[config.mk]
export PLATFORM = sky130hd
export DESIGN_NAME = pc_fetch_sequencer
export DESIGN_NICKNAME = d
export VERILOG_FILES = /design/src/rtl/pc_fetch_sequencer.sv
export SDC_FILE = /design/constraint.sdc
export NUM_CORES = 1
export LEC_CHECK = 0
export ABC_AREA = 1
export CORE_MARGIN = 4
export CORE_UTILIZATION = 47
export CTS_CLUSTER_DIAMETER = 80
export DETAILED_ROUTE_END_ITERATION = 12
export PLACE_DENSITY = 0.86
export SLEW_MARGIN = 20
export SYNTH_ARGS = -nofsm -noshare
export SYNTH_HDL_FRONTEND = slang
export SYNTH_SLANG_ARGS = --single-unit
export TNS_END_PERCENT = 50
[constraint.sdc]
create_clock -name clk -period 4.8 [get_ports clk]
set_clock_uncertainty 0.05 [all_clocks]
set_input_delay 0.96 -clock clk [delete_from_list [all_inputs] [get_ports clk]]
set_output_delay 0.96 -clock clk [all_outputs]
set_load 0.005 [all_outputs]
[src/rtl/pc_fetch_sequencer.sv]
// Program-counter owner: fetches at pc, holds the instruction until the datapath retires it,
// then picks the next pc. Optional fetch timeout is enabled with PC_FETCH_TIMEOUT_EN.
module pc_fetch_sequencer #(
    parameter int unsigned   N        = 32,
    parameter logic [N-1:0]  RESET_PC = 32'h0040_0000,
    parameter logic [N-1:0]  TRAP_PC  = 32'h0040_0004,
    parameter int unsigned   TIMEOUT  = 16
) (
    input  logic         clk,
    input  logic         reset,
    output logic         imem_req,
    output logic [N-1:0] imem_addr,
    input  logic         imem_ack,
    input  logic [31:0]  imem_rdata,
    output logic [31:0]  instr,
    output logic         instr_valid,
    input  logic         exec_done,
    input  logic         redirect,
    input  logic [N-1:0] redirect_target,
    input  logic         halt,
    output logic [N-1:0] pc,
    output logic [N-1:0] pc_plus4,
    output logic         misalign,
    output logic         halted,
    output logic [31:0]  retire_count,
    output logic         bus_err
);

    typedef enum logic [1:0] {StFetch, StExec, StHalt} state_t;

    state_t state;

    assign imem_addr = pc;
    assign pc_plus4  = pc + N'(4);

`ifdef PC_FETCH_TIMEOUT_EN
    localparam int unsigned CntW = $clog2(TIMEOUT + 1);
    logic [CntW-1:0] wait_cnt;
`else
    logic unused_timeout;
    assign unused_timeout = ^TIMEOUT;
    assign bus_err = 1'b0;
`endif

    always_ff @(posedge clk) begin
        if (reset) begin
            state        <= StFetch;
            pc           <= RESET_PC;
            instr        <= 32'h0;
            instr_valid  <= 1'b0;
            imem_req     <= 1'b1;
            misalign     <= 1'b0;
            halted       <= 1'b0;
            retire_count <= 32'h0;
`ifdef PC_FETCH_TIMEOUT_EN
            wait_cnt     <= '0;
            bus_err      <= 1'b0;
`endif
        end else begin
            misalign <= 1'b0;
            unique case (state)
                StFetch: begin
                    if (imem_ack) begin
                        instr       <= imem_rdata;
                        state       <= StExec;
                        imem_req    <= 1'b0;
                        instr_valid <= 1'b1;
`ifdef PC_FETCH_TIMEOUT_EN
                    end else if (wait_cnt == CntW'(TIMEOUT - 1)) begin
                        // Memory never answered: give up and park the core.
                        bus_err  <= 1'b1;
                        state    <= StHalt;
                        imem_req <= 1'b0;
                        halted   <= 1'b1;
                    end else begin
                        wait_cnt <= wait_cnt + CntW'(1);
`endif
                    end
                end
                StExec: begin
                    if (exec_done) begin
                        retire_count <= retire_count + 32'd1;
                        instr_valid  <= 1'b0;
                        if (halt) begin
                            state  <= StHalt;
                            halted <= 1'b1;
                        end else begin
                            state    <= StFetch;
                            imem_req <= 1'b1;
`ifdef PC_FETCH_TIMEOUT_EN
                            wait_cnt <= '0;
`endif
                            if (redirect && (redirect_target[1:0] == 2'b00)) begin
                                pc <= redirect_target;
                            end else if (redirect) begin
                                pc       <= TRAP_PC;
                                misalign <= 1'b1;
                            end else begin
                                pc <= pc_plus4;
                            end
                        end
                    end
                end
                StHalt: begin
                    imem_req    <= 1'b0;
                    instr_valid <= 1'b0;
                    halted      <= 1'b1;
                end
                default: state <= StFetch;
            endcase
        end
    end

endmodule
=== Word-level counts from Yosys, hierarchy flattened ===
Cells that the tools add are included.

* Bits in registers: 102
* Input port bits: 70
* Output and inout bits: 165
* Logic and storage cells: 50

* Add/sub/neg operators: 2
* Eq/ne operators: 6
* Muxes and demuxes: 17
* Bitwise gates (word level): 4
* Reductions and logical operators: 13

{| class="wikitable"
|+ Operators with widths
! cell !! number
|-
| 32-bit 2-to-1 mux || 2
|-
| 32-bit by 1-bit adder with 32-bit output, second input constant || 1
|-
| 32-bit by 3-bit adder with 32-bit output, second input constant || 1
|-
| 3-bit AND reduction || 4
|-
| 1-bit 2-to-1 mux || 8
|-
| 2-bit inequality test, second input constant || 4
|-
| 2-bit 2-to-1 mux || 3
|-
| 1-bit case mux with 3 select lines || 2
|-
| 2-bit case mux with 3 select lines || 1
|-
| 5-bit OR reduction || 1
|-
| 2-bit zero test || 2
|-
| 1-bit inverter || 4
|-
| 2-bit AND reduction || 2
|-
| 4-bit AND reduction || 1
|-
| 3-bit nonzero test || 1
|-
| 2-bit by 1-bit == test with 1-bit output, second input constant || 1
|-
| 2-bit == test, second input constant || 1
|-
| 1-bit case mux with 2 select lines || 1
|-
| 2-bit nonzero test || 1
|-
| 1-bit logical AND || 1
|}

=== Longest topological paths before layout ===
Gate-level depths: netlist of run 1.

* Depth after elaboration: 3
* Depth in mapped cells: 12
* Depth with buffers taken out: 12

=== Least setup slack after synthesis of run 1 ===
Ideal clock, no wire load.

* Path kind: reg-to-output
* From: reg pc[2] (netlist: imem_addr[2])
* To: out pc_plus4[14]
* Arrival time: 1.348 ns
* Data required time: 3.790 ns
* Path slack: 2.442 ns
* Stages on the path, launching flop included: 8
* Buffers on the path: 0
* Cells stage by stage: dfxtp_1 ha_1 nand2_1 nor2_2 nand2_2 nor2_1 or2_2 and2_1

* Longest elaborated chain between the ends: 1

{| class="wikitable"
|+ RTL lines
! element !! RTL line !! RTL
|-
| start: declaration || 21 || <nowiki>output logic [N-1:0] pc,</nowiki>
|-
| start signal: assignment || 94 || <nowiki>pc <= redirect_target;</nowiki>
|-
| start signal: assignment || 99 || <nowiki>pc <= pc_plus4;</nowiki>
|-
| 32-bit by 3-bit adder with 32-bit output || 34 || <nowiki>assign pc_plus4 = pc + N'(4);</nowiki>
|-
| end: declaration || 22 || <nowiki>output logic [N-1:0] pc_plus4,</nowiki>
|}

No other way between the ends.

=== Worst setup path in the final report of run 1 ===
Ends and elaborated chain as after synthesis.

==> results of run 1 <==
## power breakdown
| part | internal [µW] | switching [µW] |
|---|---|---|
| sequential | 987 | 129 |
| combinational | 517 | 414 |
| clock | 428 | 341 |
## synth_stat cells, types with 2 or more instances
library cell                 n  share of area, %
sky130_fd_sc_hd__a21oi_1    39               3.4
sky130_fd_sc_hd__nand3_2     3              0.52
sky130_fd_sc_hd__buf_2       7              0.61
sky130_fd_sc_hd__nand2_1   238                15
sky130_fd_sc_hd__buf_4      37               4.8
sky130_fd_sc_hd__a31oi_1     8              0.87
sky130_fd_sc_hd__nor2_4      7               1.4
sky130_fd_sc_hd__o21a_1      2              0.26
sky130_fd_sc_hd__xor2_2      2              0.56
sky130_fd_sc_hd__o21ai_1     2              0.17
sky130_fd_sc_hd__nor2_2     10               1.1
sky130_fd_sc_hd__nand4_1    10               1.1
sky130_fd_sc_hd__ha_1        7               1.5
sky130_fd_sc_hd__or2_2       3              0.33
sky130_fd_sc_hd__nor2_1    163                11
sky130_fd_sc_hd__xor2_1      7               1.1
sky130_fd_sc_hd__nand2_2     4              0.43
sky130_fd_sc_hd__and2_1      6              0.65
sky130_fd_sc_hd__nor3_1      4              0.35
sky130_fd_sc_hd__inv_1      80               5.2
sky130_fd_sc_hd__nand3_1    30               2.6
sky130_fd_sc_hd__nand2_4     2              0.39
sky130_fd_sc_hd__dfxtp_1   102                35
sky130_fd_sc_hd__nand3b_1    6              0.78
sky130_fd_sc_hd__o21ai_0    79               6.8
sky130_fd_sc_hd__xnor2_1     8               1.2
sky130_fd_sc_hd__clkbuf_1   19               1.2
## routing by layer
layer  vias up  part of all wire (%)  track usage, %
met4         0                   2.2           7.531
met1      2854                    43           32.33
met3        28                   8.3           6.173
met2       250                    47           40.04
li1       3157                     -               -
met5         -                     0               0
## cell type report
cell class | count | area share (%)
clock buffers | 10 | 2.888
clock inverters | 6 | 0.9073
inverters | 82 | 3.720
multi-input cells | 648 | 36.85
repair buffers | 239 | 28.73
well taps | 147 | 2.223
flip-flops and latches | 102 | 24.68
## path summary, 6_finish.rpt
check	startpoint	endpoint	slack (ns)	cells past startpoint
worst max-delay path	imem_addr[2]	pc_plus4[14]	1.39	8
worst max register to register	state[0]	instr[28]	2.24	6
worst min-delay path	imem_req	imem_req	0.43	2
worst min register to register	imem_req	imem_req	0.43	2
## tightest hold or removal path: cells and delay by family, from the launching register on
kind / cells / cell delay [ns]
and+or+nand+nor: 2 / 0.11
DFF: 1 / 0.34
## state kept, by name, summed over array words and instances (netlist names)
name,flops
halted,1
instr_valid,1
misalign,1
state,2
instr,32
imem_req,1
imem_addr,32
retire_count,32
## stage by stage
step | instance area [µm²] | total power, µW
after floorplan | 5773 | 1544
after global placement | 7960 | 2046
after detailed placement | 7960 | 2068
after CTS | 8274 | 2837
after global routing | 8274 | 2986
final | 8274 | 2816
## cells by family (layout without fill, tap and decap cells)
group / after synthesis / in the layout / share of synthesized area (%)
AND/OR/NAND/NOR: 488 / 488 / 35.98
adder cells (fa/ha/maj): 7 / 7 / 1.517
buffers and inverters: 145 / 337 / 11.99
AO/OA/AOI/OAI: 135 / 135 / 12.25
XOR/XNOR: 17 / 17 / 2.839
other: 1 / 1 / 0.06496
flip-flops: 102 / 102 / 35.37
==> flow_metrics.tcl, run 1 <==
set metrics [dict create \
    detailed_place_hpwl_mm 13.50 \
    timing.max_cap.violations 0 \
    cts_repair_resize_count 0 \
    routed_wirelength_mm 17.71 \
    antenna_found_initial 0 \
    worst_hold_slack_ns 0.4301 \
    postSynthRegisterBits 102 \
    syn_avg_cell_area_um2 6.450 \
    synth-edff-count 0 \
    grt_start_max_net_pins 44 \
    outcome "finished, final reports clean" \
    dr_total_vias 6289 \
    cpMaxStageDelayCell "sky130_fd_sc_hd__clkdlybuf4s50_1" \
    worst-path-max-fanout 7 \
    start_util_pct 48.06 \
    post-route-min-period_ns 3.408 \
    cp_num_buf_inv 1 \
    commonest_cells_after_routing_fill_and_taps_aside "238 x sky130_fd_sc_hd__nand2_1, 233 x sky130_fd_sc_hd__clkdlybuf4s50_1, 163 x sky130_fd_sc_hd__nor2_1" \
    synthArstFlopShare_pct 0 \
    boundaryPins 235 \
    flip_flop_cell_with_the_highest_count_after_synthesis "sky130_fd_sc_hd__dfxtp_1" \
    fillCellCount 1031 \
    final_max_slew_viol_count 0 \
    final_antenna_net_count 0 \
    count_of_hold_buffers_inserted_by_post_cts_repair 0 \
    tritoncts "built" \
    avgViaCountPerCell 5.096 \
    critPathMaxStageDelay_ns 0.51 \
    seq_area_um2 2042 \
    leakage_uw 0.003124 \
    worstPathArrival_ns 2.40 \
    port_buffers 233 \
    vdd.ir_drop.worst_v 0.0002445 \
    grt_setup_unrepaired "no" \
    number_of_setup_buffers_added_after_cts 0 \
    final_min_period_over_clock_period_pct 71.00 \
    synth-warning-count 0 \
    final-hold-violation-count 0 \
    die-area_um2 14120 \
    multi_input_area_um2 3049 \
    layout.cells.most_common "sky130_fd_sc_hd__nand2_1" \
    power.density_nw_per_um2 340.3 \
    tightest_slew_ns 0.9733 \
    numClockSinks 102 \
    worstHoldPathType "flop to flop" \
    critical_path.top_delay_family "simple AND/OR/NAND/NOR gates" \
    synth-seq-area-share_pct 35.37 \
    max_freq_mhz 293.4 \
    finalWeightedCongestion 0.9313 \
    clockBufferDepth 2 \
    first_iter_violations 519 \
    critPathCaptureType "output pin" \
    globalRouteOverflowTotal 0 \
    placementRows 40 \
    syn_area_um2 5773 \
    timing.critical_path.cells "ha_1 > nand2_1 > nor2_2 > nand2_2 > nor2_1 > or2_2 > and2_1 > clkdlybuf4s50_1" \
    synth_fp_nets 972 \
    slew_headroom_pct 35.04 \
    nNetsFinal 1159 \
    clkSlewWorstSetupHoldPaths_ns 0.08 \
    crit_type "flop to output pin" \
    synth_cells 895 \
    die_height_um 118.8 \
    layout-drive-gt1-share_pct 5.428 \
    first_pass_iters 5 \
    first_global_vias 5887 \
    track_usage_pct 24.64 \
    required_time_of_the_critical_path_ns 3.79 \
    total_neg_setup_slack_ns 0 \
    clock_latency_ns 0.34 \
    dp_cells 1218 \
    final-instance-count-excl-fill 1234 \
    ant_diodes 0 \
    detail_route.wl_per_cell_um 14.35 \
    worst_case_setup_margin_in_the_final_layout_ns 1.392 \
    place_ws_ns 1.582 \
    cts_inserted_buffers 9 \
    crit_path_start_kind "flop" \
    die-width_um 118.8 \
    unique_cell_type_count_in_the_yosys_netlist 37 \
    core_area_um2 12010 \
    drc_errors 0 \
    finalSetupViolations 0 \
    area_growth_pct 43.32 \
    clock-root-buffer "sky130_fd_sc_hd__clkbuf_16" \
    final_core_utilization_pct 68.89 \
    grt_first_pass_wirelength_mm 28.99 \
    clock_tree.htree_level_count 3 \
]
(Power assumes the default switching activity.)
==> inputs of run 2 (changes only) <==
- CORE_UTILIZATION: 47 -> 40
- PLACE_DENSITY: 0.86 -> 0.78
- clock period: 4.8 -> 3.1 ns (I/O delays scaled with it)
==> flow_metrics.tcl, run 2 (same netlist as run 1, synthesis figures left out) <==
set metrics [dict create \
    outcome "finished, final reports clean" \
    max_freq_mhz 334.3 \
    slew_headroom_pct 62.74 \
    grt_start_max_net_pins 52 \
    clock_latency_ns 0.34 \
    finalSetupViolations 0 \
    first_global_vias 5598 \
    critPathCaptureType "output pin" \
    critical_path.top_delay_family "simple AND/OR/NAND/NOR gates" \
    layout-drive-gt1-share_pct 5.790 \
    grt_setup_unrepaired "no" \
    seq_area_um2 2047 \
    met1_demand_to_capacity_share_in_global_routing_pct 28.68 \
    leakage_uw 0.003112 \
    r2r-start "state[1]" \
    placementRows 43 \
    boundaryPins 235 \
    final_core_utilization_pct 59.32 \
    tightest_slew_ns 0.5582 \
    cpMaxStageDelayCell "sky130_fd_sc_hd__dfxtp_1" \
    globalRouteOverflowTotal 0 \
    clock_tree.htree_level_count 3 \
    area_growth_pct 43.74 \
    final_min_period_over_clock_period_pct 96.48 \
    grt_first_pass_wirelength_mm 28.59 \
    detail_route.wl_per_cell_um 14.44 \
    first_iter_violations 377 \
    timing.max_cap.violations 0 \
    ant_diodes 0 \
    vdd.ir_drop.worst_v 0.0002932 \
    port_buffers 233 \
    min-delay-start "imem_req" \
    drc_errors 0 \
    dr_total_vias 6213 \
    power.density_nw_per_um2 507.2 \
    critPathMaxStageDelay_ns 0.52 \
    worstHoldPathType "flop to flop" \
    core_area_um2 13990 \
    grt.met2_usage_pct 34.23 \
    crit_type "flop to output pin" \
    placed_cell_area_um2 8029 \
    routed_wirelength_mm 18.31 \
    finalWeightedCongestion 0.8907 \
    commonest_cells_after_routing_fill_and_taps_aside "238 x sky130_fd_sc_hd__nand2_1, 233 x sky130_fd_sc_hd__clkdlybuf4s50_1, 162 x sky130_fd_sc_hd__nor2_1" \
    antenna_found_initial 0 \
    cts_inserted_buffers 9 \
    post-route-min-period_ns 2.991 \
    nNetsFinal 1161 \
    crit_path_start_kind "flop" \
    numClockSinks 102 \
    track_usage_pct 21.45 \
    finalInstanceArea_um2 8298 \
    final_antenna_net_count 0 \
    avgViaCountPerCell 4.900 \
    gr-max-usage-layer "met2" \
    cp_num_buf_inv 1 \
    grt_util_met3_pct 5.375 \
    timing.critical_path.cells "nand2_1 > nor2_1 > nand2_2 > nor2_2 > or2_2 > and2_1 > clkdlybuf4s50_1" \
    tritoncts "built" \
    final_max_slew_viol_count 0 \
    start_util_pct 41.27 \
    worst_setup_path_startpoint "imem_addr[4]" \
    final-hold-violation-count 0 \
    clockBufferDepth 2 \
    worstPathArrival_ns 2.32 \
    required_time_of_the_critical_path_ns 2.43 \
    layout.cells.most_common "sky130_fd_sc_hd__nand2_1" \
    final-instance-count-excl-fill 1268 \
    count_of_hold_buffers_inserted_by_post_cts_repair 0 \
    clkSlewWorstSetupHoldPaths_ns 0.07 \
    detailed_place_hpwl_mm 13.74 \
    total_neg_setup_slack_ns 0 \
    multi_input_area_um2 3054 \
    first_pass_iters 6 \
    die-area_um2 16420 \
    number_of_setup_buffers_added_after_cts 0 \
    clock-root-buffer "sky130_fd_sc_hd__clkbuf_16" \
    die_height_um 128.1 \
    die-width_um 128.1 \
    dp_cells 1253 \
    fillCellCount 1338 \
    worst-path-max-fanout 8 \
]
run 2: cell count changes in the layout (fill, tap and decap cells not counted), sizes merged:
| cell | previous run | this run |
|---|---|---|
| inv | 85 | 82 |
| buf | 6 | 8 |
| clkbuf | 10 | 12 |
| clkinv | 1 | 3 |
| bufinv | 1 | 0 |
| clkinvlp | 1 | 0 |
run 2: metrics by stage:
step           hold WS, ns  power, µW  setup slack, ns
5_1_grt             0.4525       4477          0.01139
6_report            0.4153       4209           0.1090
3_5_place_dp        0.4101       3215           0.3951
4_1_cts             0.4274       4255        0.0009763
2_1_floorplan       0.4008       2390            1.082
3_3_place_gp        0.4001       3190           0.4772
run 2: layout make-up:
cell class | instances | share of cell area [%]
Inverter | 82 | 3.709
Timing Repair Buffer | 241 | 28.98
Clock buffer | 12 | 2.850
Clock inverter | 3 | 0.2714
Tap cell | 180 | 2.714
Sequential cell | 102 | 24.67
Multi-Input combinational cell | 648 | 36.81
run 2: power by group:
| group | internal, µW | leakage [µW] | switching (µW) |
|---|---|---|---|
| Clock | 543 | 0.000127 | 483 |
| Sequential | 1530 | 0.000834 | 197 |
| Combinational | 810 | 0.00215 | 645 |
| Total | 2880 | 0.00311 | 1320 |
run 2: final timing paths:
check                     endpoint  slack, ns  depth (start not counted)
hold / removal            imem_req       0.42                          2
hold reg to reg           imem_req       0.42                          2
setup reg to reg  retire_count[30]       1.13                          9
setup / recovery      pc_plus4[13]       0.11                          7
run 2: repair_timing:
| item | in CTS | in global routing |
|---|---|---|
| endpoints found under the setup margin | 0 | 8 |
| endpoints found under the hold margin | 0 | 0 |
| resized for setup | 0 | 6 |
run 2: metal layers:
| metal | wire, µm | vias up |
|---|---|---|
| li1 | - | 3179 |
| met1 | 8155 | 2791 |
| met2 | 8457 | 224 |
| met3 | 1394 | 19 |
| met4 | 303 | 0 |
| met5 | 0 | - |
run 2: worst reg2reg max path: cells and delay by family (launching register included):
family,cells,cell delay [ns]
DFF,1,0.33
AOI/OAI and AO/OA,1,0.18
adders and majority gates,1,0.30
and+or+nand+nor,6,0.90
buffers and inverters,1,0.13
